### src/rtl/run_ctrl_pkg.sv
// Shared encodings for the run controller: panel modes, FSM states, widths.
package run_ctrl_pkg;

    localparam int unsigned ADDR_W  = 11;
    localparam int unsigned COUNT_W = 16;
    localparam logic [2:0]  PHASE_LAST = 3'd7;

    typedef enum logic [1:0] {
        MODE_MANUAL = 2'd0,
        MODE_PULSE  = 2'd1,
        MODE_INSN   = 2'd2,
        MODE_CONT   = 2'd3
    } mode_t;

    typedef enum logic [1:0] {
        ST_IDLE     = 2'd0,
        ST_ISSUE    = 2'd1,
        ST_WAIT     = 2'd2,
        ST_STOPPING = 2'd3
    } state_t;

endpackage

### src/rtl/run_ctrl_bkpt_cmp.sv
// Breakpoint address comparator; only built when RUN_CTRL_BREAKPOINT_EN is defined.
`ifdef RUN_CTRL_BREAKPOINT_EN
module bkpt_cmp
    import run_ctrl_pkg::*;
(
    input  logic [ADDR_W-1:0] strt_addr,
    input  logic [ADDR_W-1:0] bkpt_addr,
    input  logic              bkpt_en,
    input  logic              exempt,
    output logic              hit
);

    assign hit = bkpt_en && !exempt && (strt_addr == bkpt_addr);

endmodule
`endif

### src/rtl/run_ctrl.sv
// Run controller: issues pulse-distributor start pulses under panel mode/run/stop/clear.
// Optional breakpoint stop is built when RUN_CTRL_BREAKPOINT_EN is defined.
module run_ctrl
    import run_ctrl_pkg::*;
(
    input  logic               clk,
    input  logic               resetn,
    input  logic [1:0]         mode_from_pnl,
    input  logic               run_pulse_from_pnl,
    input  logic               stop_pulse_from_pnl,
    input  logic               clear_pulse_from_pnl,
    input  logic [2:0]         pu_state_from_pu,
    input  logic               halt_from_op,
    input  logic               io_busy_from_io,
    input  logic [ADDR_W-1:0]  strt_addr_from_strt,
    input  logic [ADDR_W-1:0]  bkpt_addr_from_pnl,
    input  logic               bkpt_en_from_pnl,
    output logic               start_pulse_to_pu,
    output logic               clear_pu_to_pu,
    output logic               running_to_pnl,
    output logic               halted_to_pnl,
    output logic               bkpt_hit_to_pnl,
    output logic [COUNT_W-1:0] insn_count_to_pnl
);

    state_t     state, state_nxt;
    mode_t      mode;
    logic [2:0] latched_pu, latched_pu_nxt;
    logic [2:0] prev_pu;
    logic       pending_stop, pending_stop_nxt;
    logic       left_zero, left_zero_nxt;
    logic       halted_nxt, bkpt_hit_nxt, start_nxt;
    logic       pu_zero, halt_at_end, stop_now, step_stop, bkpt_match;

    assign mode        = mode_t'(mode_from_pnl);
    assign pu_zero     = (pu_state_from_pu == 3'd0);
    assign halt_at_end = halt_from_op && (pu_state_from_pu == PHASE_LAST);
    assign stop_now    = pending_stop || stop_pulse_from_pnl;
    assign step_stop   = (mode == MODE_PULSE) && stop_pulse_from_pnl;
    assign running_to_pnl = (state != ST_IDLE);

`ifdef RUN_CTRL_BREAKPOINT_EN
    // left_zero is still low for the instruction started by the run pulse, exempting it
    bkpt_cmp u_bkpt_cmp (
        .strt_addr (strt_addr_from_strt),
        .bkpt_addr (bkpt_addr_from_pnl),
        .bkpt_en   (bkpt_en_from_pnl),
        .exempt    (!left_zero),
        .hit       (bkpt_match)
    );
`else
    logic unused_bkpt;
    assign unused_bkpt = ^{strt_addr_from_strt, bkpt_addr_from_pnl, bkpt_en_from_pnl};
    assign bkpt_match  = 1'b0;
`endif

    always_comb begin
        state_nxt        = state;
        latched_pu_nxt   = latched_pu;
        pending_stop_nxt = pending_stop;
        left_zero_nxt    = left_zero;
        halted_nxt       = halted_to_pnl;
        bkpt_hit_nxt     = bkpt_hit_to_pnl;
        start_nxt        = 1'b0;

        if (state != ST_IDLE) begin
            if (!pu_zero) left_zero_nxt = 1'b1;
            if (stop_pulse_from_pnl || halt_at_end) pending_stop_nxt = 1'b1;
        end

        case (state)
            ST_IDLE: begin
                if (run_pulse_from_pnl && mode != MODE_MANUAL) begin
                    state_nxt        = ST_ISSUE;
                    halted_nxt       = 1'b0;
                    bkpt_hit_nxt     = 1'b0;
                    left_zero_nxt    = 1'b0;
                    pending_stop_nxt = 1'b0;
                end
            end
            ST_ISSUE: begin
                if (step_stop && !pu_zero) begin
                    state_nxt = ST_STOPPING;
                end else if (pu_zero && stop_now) begin
                    state_nxt        = ST_IDLE;
                    halted_nxt       = 1'b1;
                    pending_stop_nxt = 1'b0;
                end else if (pu_zero && mode == MODE_INSN && left_zero) begin
                    state_nxt = ST_IDLE;
                end else if (pu_zero && bkpt_match) begin
                    state_nxt    = ST_IDLE;
                    halted_nxt   = 1'b1;
                    bkpt_hit_nxt = 1'b1;
                end else if (!pu_state_from_pu[0] && !io_busy_from_io) begin
                    start_nxt      = 1'b1;
                    latched_pu_nxt = pu_state_from_pu;
                    state_nxt      = ST_WAIT;
                end
            end
            ST_WAIT: begin
                if (step_stop && !pu_zero) begin
                    state_nxt = ST_STOPPING;
                end else if (step_stop) begin
                    state_nxt        = ST_IDLE;
                    halted_nxt       = 1'b1;
                    pending_stop_nxt = 1'b0;
                end else if (pu_state_from_pu != latched_pu) begin
                    state_nxt = (mode == MODE_PULSE) ? ST_IDLE : ST_ISSUE;
                end
            end
            ST_STOPPING: begin
                if (pu_zero) begin
                    state_nxt        = ST_IDLE;
                    halted_nxt       = 1'b1;
                    pending_stop_nxt = 1'b0;
                end
            end
            default: state_nxt = ST_IDLE;
        endcase

        // Clear wins over run/stop and any pulse decided above.
        if (clear_pulse_from_pnl) begin
            state_nxt        = ST_IDLE;
            pending_stop_nxt = 1'b0;
            start_nxt        = 1'b0;
        end
    end

    always_ff @(posedge clk) begin
        if (!resetn) begin
            state             <= ST_IDLE;
            latched_pu        <= '0;
            prev_pu           <= '0;
            pending_stop      <= 1'b0;
            left_zero         <= 1'b0;
            start_pulse_to_pu <= 1'b0;
            clear_pu_to_pu    <= 1'b0;
            halted_to_pnl     <= 1'b0;
            bkpt_hit_to_pnl   <= 1'b0;
            insn_count_to_pnl <= '0;
        end else begin
            state             <= state_nxt;
            latched_pu        <= latched_pu_nxt;
            prev_pu           <= pu_state_from_pu;
            pending_stop      <= pending_stop_nxt;
            left_zero         <= left_zero_nxt;
            start_pulse_to_pu <= start_nxt;
            clear_pu_to_pu    <= clear_pulse_from_pnl;
            halted_to_pnl     <= halted_nxt;
            bkpt_hit_to_pnl   <= bkpt_hit_nxt;
            if (prev_pu == PHASE_LAST && pu_zero)
                insn_count_to_pnl <= insn_count_to_pnl + COUNT_W'(1);
        end
    end

endmodule
### config.mk
export PLATFORM = sky130hd
export DESIGN_NAME = run_ctrl
export DESIGN_NICKNAME = d
export VERILOG_FILES = /design/src/rtl/run_ctrl_pkg.sv /design/src/rtl/run_ctrl_bkpt_cmp.sv /design/src/rtl/run_ctrl.sv
export SDC_FILE = /design/constraint.sdc
export NUM_CORES = 1
export LEC_CHECK = 0
export CORE_ASPECT_RATIO = 1.25
export CORE_MARGIN = 10
export CORE_UTILIZATION = 39
export DETAILED_ROUTE_END_ITERATION = 6
export PLACE_DENSITY = 0.75
export SETUP_SLACK_MARGIN = 0.02
export SLEW_MARGIN = 20
export SYNTH_ARGS = -nofsm -noshare
export SYNTH_HDL_FRONTEND = slang
export SYNTH_SLANG_ARGS = --single-unit
### constraint.sdc
create_clock -name clk -period 1.7 [get_ports clk]
set_input_delay 0.34 -clock clk [delete_from_list [all_inputs] [get_ports clk]]
set_output_delay 0.34 -clock clk [all_outputs]
set_load 0.05 [all_outputs]
; Yosys cells after proc, flatten, opt, wreduce, memory -nomap -nowiden
; Index checks and enable logic that the tools add are counted.
[word_totals]
ff_bits = 29
latchBits = 0
ramBits = 0
mem_bits_ro = 0
output_inout_bits = 21
wordCells = 86
memories = 0
[classes]
n_addsub = 1
n_mul = 0
div_mod_pow = 0
magnitude_cmp = 0
n_eq_ne = 16
shift = 0
mux = 32
bitwise = 5
n_reduce_logical = 23
[op_table]
columns = operator, n
row1 = $mux 1, 20
row2 = $mux 2, 9
row3 = $add 16x1->16 const B, 1
row4 = $ne 2x2->1 const B, 6
row5 = $logic_and 1x1->1, 9
row6 = $pmux 1 s4, 2
row7 = $pmux 2 s4, 1
row8 = $eq 2x2->1 const B, 3
row9 = $eq 3x3->1 const B, 2
row10 = $reduce_and 6->1, 1
row11 = $reduce_or 6->1, 1
row12 = $ne 5x5->1 const B, 1
row13 = $not 1->1, 5
row14 = $reduce_and 5->1, 1
row15 = $eq 2x1->1 const B, 2
row16 = $ne 4x4->1 const B, 1
row17 = $reduce_and 4->1, 1
row18 = $reduce_bool 2->1, 2
row19 = $logic_not 1->1, 3
row20 = $logic_not 3->1, 1
row21 = $ne 3x3->1, 1
row22 = $logic_not 2->1, 1
row23 = $logic_or 1x1->1, 2
row24 = $reduce_or 2->1, 1

; Logic depth before layout (Yosys ltp)
; Gate-level depths: netlist (run 1).
[logic_depth]
depth_word = 8
depth_mapped = 6

; Worst setup path before layout (run 1)
; OpenSTA, ideal clock, no wires.
[synth_timing]
path_type = input port to flip-flop
start = input port pu_state_from_pu[0]
end = register insn_count_to_pnl[14]
setup_time_ns = 0.115
t_arrival_ns = 1.725
required_time_ns = 1.585
setup_slack_ns = -0.140
stages = 6
path_buffers = 1
path_cell_list = or3_1 buf_6 or3_4 nor4_2 xor2_1 and2_1
[synth_between]
elab_chain_len = 2
[synth_rtl]
columns = item, line
row1 = start: declaration, run_ctrl.sv:12  ; input logic [2:0] pu_state_from_pu,
row2 = $logic_not 3->1, run_ctrl.sv:36  ; assign pu_zero = (pu_state_from_pu == 3'd0);
row3 = $logic_and 1x1->1, run_ctrl.sv:151  ; if (prev_pu == PHASE_LAST && pu_zero)
row4 = end signal: assignment, run_ctrl.sv:152  ; insn_count_to_pnl <= insn_count_to_pnl + COUNT_W'(1);
row5 = end: declaration, run_ctrl.sv:23  ; output logic [COUNT_W-1:0] insn_count_to_pnl
; Every way passes these cells.
; A chain may end at the register's enable or synchronous reset.

; Worst setup path after layout (run 1)
[layout_timing]
start = input port stop_pulse_from_pnl
end = register state[1]
[layout_between]
elab_chain_len = 5
elab_cells_between_ends = 12
cone_classes = 2 x eq/ne / 5 x mux / 5 x reduce/logical
[layout_rtl]
columns = item, line
row1 = start: declaration, run_ctrl.sv:10  ; input logic stop_pulse_from_pnl,
row2 = $logic_or 1x1->1, run_ctrl.sv:38  ; assign stop_now = pending_stop || stop_pulse_from_pnl;
row3 = $logic_and 1x1->1, run_ctrl.sv:84  ; end else if (pu_zero && stop_now) begin
row4 = $mux 2, run_ctrl.sv:84
row5 = $mux 2, run_ctrl.sv:82  ; if (step_stop && !pu_zero) begin
row6 = $pmux 2 s4, run_ctrl.sv:71  ; case (state)
row7 = end signal: assignment, run_ctrl.sv:142  ; state <= state_nxt;
row8 = end: declaration, run_ctrl.sv:26  ; state_t state, state_nxt;
; Several ways; a longest one is shown, not always the timed one.

==> results.md, run 1 <==
- Number of flops mapped to enable cells by yosys: 0
- WHS: roughly 290 ps
- Max incr delay on CP: around 280 ps
- Fin worst setup slack: approximately 140 ps
- # rows: 24
- Mapped Cells: 159
- Total CTS buffers: 5
- Hold crit path type: input port to flop
- Post-route insts no fill: roughly 260
- Layout cells sized above 1: 0.375
- Synth cell types: a little over 40
- Met3 usage: 0.0476
- Vias/cell: between 5 and 6
- WL/cell: 14.2 um
- Die width: 74.2 um
- Core region area: between 3000 and 4000 um2
- Placed Instance Area: about 1900 um2
- # Max-Cap Violations: 0
- CP Cell Sequence: dlygate4sd2_1, buf_4, and3b_1, nor3_1, a21oi_2, buf_4, a21oi_1, nor3_2
- Status: completed
- Via count: 1300
- Sequential element share of the synthesized area: 0.406
- Pre-CTS WS: -661 ps
- Final setup fails: 0
- F_max: between 600 and 700 MHz
- Sequential share of power: 0.473
- Vias in the first global route: about 1400
- Initial DRT Pass Iterations: 4
- Switching part of the total: 0.265
- Grt peak-use layer: met2
- Antenna viol nets, final: 0
- Area share of the largest cell type after synthesis: 0.406
- Port bufs: 31
- Net Sw Power: roughly 0.39 mW
- Post-synth top cells: 29 x dfxtp_1, 16 x and2_1, 9 x nand2_1
- DP HPWL: 2.86 mm
- Clock Path Buffers: 2
- Worst-Skew Late Latency: about 280 ps
- H-tree Lvls: 2
- Grt total ovfl: 0
- RR Endpoint: insn_count_to_pnl[14]
- Cell depth of the worst flop-to-flop path: 5
- Register Area: about 590 um2
- Count leader, synth: dfxtp_1
- Final Critical Period: ~1600 ps
- Synth Warn #: 0
- Launch point of the worst path: stop_pulse_from_pnl
- GP Congestion: around 0.87
- Most used cell, CP: buf_4
- Compound-gate portion of the synthesized area: 0.101
- Max Clock Skew: between 6 and 7 ps
- Leak: between 0.9 and 1 nW
- Drt drc: 0
- Crit Reg-Reg Startpoint: insn_count_to_pnl[2]
- Delay-heaviest family, CP: buffers and inverters
- Cell taking the most area after synthesis: dfxtp_1
- Synth Register Bits: 29
- Antenna Diode Count: 0
- Aggregate global-route resource usage: 0.119
- Fillers: 324
- Routed WL: 3.61 mm
- WP data required: roughly 1900 ps
- P per Cell Area: a little over 700 nW/um2
- Multiplexer share of the synthesized area: 0.0210
- Cell Area, Synth: approximately 1400 um2
- Slew Limit Fails: 0
- Post-synthesis xor/xnor area fraction: 0.0979
- Initial core utilization: 0.407
- Met1 usage: 0.113
- Final hold vios: 0
- Adder-Cell Fraction of Synth Area: 0.00874
- Tcrit/Tclk final: 0.921
- Comb power frac: 0.164
- Final nets: ~250
- Multi-input gate area: 891 um2
- Net Count, Synth: about 200
- Main combinational cell family by area after synthesis: simple AND/OR/NAND/NOR gates
- Initial antenna violation count: 0
- Simple logic cell fraction of the synthesized area: 0.329
- Async SR Flop Fraction: 0
- Worst setup EP type: flop
- Kind of critical path: input port to flop
- Synthesis-to-finish area growth: 45.1%
- Worst VDD drop: about 0.49 mV
- Die footprint: roughly 6500 um2
- CP endpoint: state[1]
- Clk sinks: 29
- CTS tree: built
- Setup repair after global routing missed its margin: no
- Hold_buf cts: 0
- Max Fanout on Critical Path: 4
- Primary FF master, synth: dfxtp_1
- Iter 0 DRT Violations: 51
- PnR Total Power: 1.49 mW
- Buf/Inv on CP: 3
- Critical Path Source Type: input port
- Critical path arrival: about 1700 ps
- Clk root buf: clkbuf_8
- Critical Path Slowest Stage Cell: dlygate4sd2_1
- Die height: between 80 and 90 um
- Placed Cells: between 200 and 250
- Reg-to-reg slack, setup: approximately 190 ps
- First-pass GRT wire length: about 6.2 mm
- Critical path depth in cells: 8
- Avg Inst Size Synth: roughly 9.0 um2
- Clk slew on worst S/H paths: around 60 ps
- Post-route cell area: 2080 um2
- Part of the power in the clock network: 0.363
- M2 GR Usage: 0.217
- Largest net degree at the start of global routing: 15
- Synth top area cells: dfxtp_1 41%, and2_1 7.0%, xnor2_1 4.9%, xor2_1 4.9%, nor4_2 2.6%
- Internal power: between 1 and 1.5 mW
- Num ports: between 50 and 60
worst min path at each step:
| stage | startpoint | to | slack [ps] | depth (start not counted) |
|---|---|---|---|---|
| finish | pu_state_from_pu[2] | prev_pu[2] | 290 | 2 |
| global route | pu_state_from_pu[2] | prev_pu[2] | 300 | 2 |
| CTS | pu_state_from_pu[0] | prev_pu[0] | 310 | 2 |
| detailed placement | latched_pu[0] | latched_pu[0] | 490 | 1 |
| global placement | latched_pu[0] | latched_pu[0] | 490 | 1 |
| floorplan | pu_state_from_pu[0] | prev_pu[0] | 460 | 1 |
metal layers:
metal,wire [um],vias to the layer above
li1,-,662
met1,1350,596
met2,1910,32
met3,248,10
met4,93,0
met5,0,-
flip-flops by register name, indices dropped and copies added (netlist names):
register,cells
insn_count_to_pnl,16
latched_pu,3
prev_pu,3
state,2
clear_pu_to_pu,1
halted_to_pnl,1
left_zero,1
pending_stop,1
start_pulse_to_pu,1
power groups by stage:
stage / combinational [mW] / sequential [mW] / clock (mW)
floorplan: 0.103 / 0.732 / 0
global placement: 0.219 / 0.720 / 0
detailed placement: 0.223 / 0.720 / 0
CTS: 0.239 / 0.705 / 0.560
global route: 0.264 / 0.706 / 0.594
finish: 0.245 / 0.705 / 0.542
repair_timing:
action	in CTS	in global routing
cloned	0	0
hold endpoints to repair	0	0
setup buffers	3	1
gates resized for setup	24	9
endpoints found under the setup margin	23	9
pin swaps	7	6
through the flow:
| stage | util | setup TNS [ps] |
|---|---|---|
| after floorplan | - | -463 |
| after CTS | 0.583 | 0 |
| after global routing | 0.591 | 0 |
| final | 0.591 | 0 |
| after detailed placement | 0.544 | -11530 |
| after global placement | 0.544 | -10610 |
layout make-up:
cell class,instances,area share
multi-input cells,120,0.429
flip-flops and latches,29,0.286
repair buffers,54,0.213
clock buffers,6,0.0349
well taps,39,0.0235
inverters,5,0.00904
clock inverters,2,0.00482
cell families (layout without fill, tap and decap cells):
kind of cell | count (synthesis) | in the layout
compound gates | 21 | 21
xor+xnor | 16 | 16
fa+ha+maj | 1 | 1
buf+inv | 10 | 67
flops | 29 | 29
mux | 3 | 3
other cells | 1 | 1
simple gates | 78 | 78
cells in the final DEF, fill, tap and decap left out, types with 4 or more instances in the layout:
cell type	count
nand2_1	8
clkdlybuf4s50_1	5
xor2_1	8
inv_1	5
nand2b_1	5
and2_1	16
clkbuf_8	5
a21oi_1	4
nor2_1	7
xnor2_1	8
nor2b_1	5
dfxtp_1	19
nor3_1	4
buf_4	42
nand3_1	7
dfxtp_2	10
No activity file was read; power rests on OpenSTA's default activity.
==> inputs of run 2 (changes only) <==
- CELL_PAD_IN_SITES_DETAIL_PLACEMENT: default -> 0
- CELL_PAD_IN_SITES_GLOBAL_PLACEMENT: default -> 1
- CORE_UTILIZATION: 39 -> 28
- PLACE_DENSITY: 0.75 -> 0.74
==> run 2 against run 1 <==
Routed wire length is 3.3% lower; critical endpoint is now insn_count_to_pnl[15]; maximum frequency is 1.8% lower; sequential power hardly changed; highest routed layer unchanged; critical path type unchanged.
==> results.md, run 2 (synthesized netlist as in run 1, its figures left out) <==
- Final hold vios: 0
- # rows: 29
- Fillers: about 520
- Tcrit/Tclk final: 0.938
- Die height: about 100 um
- Largest net degree at the start of global routing: 18
- Max reg flops: 16
- Final Critical Period: 1590 ps
- Antenna viol nets, final: 0
- Final setup fails: 0
- Clk root buf: clkbuf_8
- Comb power frac: 0.124
- Max Clock Skew: around 5.4 ps
- WL/cell: 12.6 um
- Worst setup EP type: flop
- Setup repair after global routing missed its margin: no
- Leak: between 0.9 and 1 nW
- Clock Path Buffers: 2
- Aggregate global-route resource usage: 0.0843
- Internal power: approximately 1.4 mW
- Worst VDD drop: approximately 0.45 mV
- Clk sinks: 29
- # Max-Cap Violations: 0
- Initial core utilization: 0.286
- Routed WL: 3.49 mm
- Delay-heaviest family, CP: simple AND/OR/NAND/NOR gates
- Critical Path Source Type: input port
- Max incr delay on CP: around 460 ps
- Total CTS buffers: 5
- Vias/cell: 4.59
- Final nets: between 200 and 250
- First-pass GRT wire length: ~5.9 mm
- Critical path arrival: approximately 1800 ps
- Post-route cell area: around 2100 um2
- Hold_buf cts: 0
- Die width: roughly 84 um
- Most used cell, CP: or3_4
- Critical Path Slowest Stage Cell: or3_4
- Part of the power in the clock network: 0.481
- Sequential share of power: 0.395
- DP HPWL: ~2.8 mm
- Buf/Inv on CP: 1
- Initial DRT Pass Iterations: 4
- Max Fanout on Critical Path: 4
- Placed Instance Area: a little under 2000 um2
- Status: completed
- Hold crit path type: input port to flop
- Core region area: 5010 um2
- Pre-CTS WS: -620 ps
- Vias in the first global route: roughly 1300
- Fin worst setup slack: 106 ps
- Switching part of the total: 0.224
- Port bufs: 31
- CTS tree: built
- Net Sw Power: approximately 0.4 mW
- H-tree Lvls: 2
- Reg with most FFs: insn_count_to_pnl
- Worst-Skew Late Latency: 290 ps
- Iter 0 DRT Violations: 70
- Layout cells sized above 1: 0.360
- Biggest regs: insn_count_to_pnl: 16 flops, latched_pu: 3 flops, prev_pu: 3 flops
- Antenna Diode Count: 0
- Die footprint: ~8400 um2
- GP Congestion: ~0.85
- PnR Total Power: 1.78 mW
- P per Cell Area: about 840 nW/um2
- Synthesis-to-finish area growth: 48.3%
- Via count: 1268
- Drt drc: 0
- Num ports: between 50 and 60
- Clk slew on worst S/H paths: approximately 60 ps
- Kind of critical path: input port to flop
- Final Core Density: 0.424
- F_max: 627 MHz
- WP data required: approximately 1900 ps
- Commonest non-fill, non-tap cell in the layout: buf_4
- Initial antenna violation count: 0
- Grt total ovfl: 0
- CP Cell Sequence: buf_2, or3_4, or3_4, nor4_4, xor2_1, and2_1
- Slew Limit Fails: 0
- Commonest cells after routing, fill and taps aside: 39 x buf_4, 19 x dfxtp_1, 16 x and2_1
- Final setup TNS: 0 ps
-- run 2: tightest hold or removal path: stages --
cell    delay, ps
buf_2         110
buf_4         130
and2_1        110
-- run 2: cell type report --
cell class,count,area (um2),area share
multi-input cells,120,876,0.412
inverters,5,18.8,0.00884
clock buffers,5,68.8,0.0324
repair buffers,52,424,0.200
well taps,62,77.6,0.0365
flip-flops and latches,29,593,0.279
clock inverters,3,65.1,0.0306
-- run 2: power by group through the flow --
stage	Combinational (mW)	Clock, mW	Sequential (mW)
after floorplan	0.103	0	0.732
after global placement	0.217	0	0.720
after detailed placement	0.218	0	0.719
after CTS	0.224	0.879	0.704
after global routing	0.242	0.910	0.705
final	0.221	0.856	0.704
-- run 2: path summary, 6_finish.rpt --
path	from	to	slack, ps	cells past startpoint
max	pu_state_from_pu[1]	insn_count_to_pnl[15]	110	6
min	pu_state_from_pu[2]	prev_pu[2]	430	3
max reg2reg	insn_count_to_pnl[2]	insn_count_to_pnl[14]	120	5
min reg2reg	latched_pu[0]	latched_pu[0]	500	1
-- run 2: timing repair --
action / 4_1_cts / 5_1_grt
resized for setup: 17 / 6
setup endpoints to repair: 22 / 10
pin swaps: 5 / 5
setup buffers: 2 / 0
-- run 2: metal layers --
layer,track usage,up-vias,share of wire
met3,0.0340,6,0.052
met2,0.150,24,0.51
met1,0.0857,576,0.42
li1,-,662,-
met4,0.0348,0,0.016
met5,0,-,0
-- run 2: stage by stage --
stage	hold slack, ps	std cells
after floorplan	462	159
after CTS	496	276
final	430	276
after global placement	485	266
after global routing	449	276
after detailed placement	486	266
==> inputs of run 3 (changes only) <==
- SLEW_MARGIN: 20 -> default
==> results of run 3 <==
Final layout, timing and power as in run 2 (identical DEF).
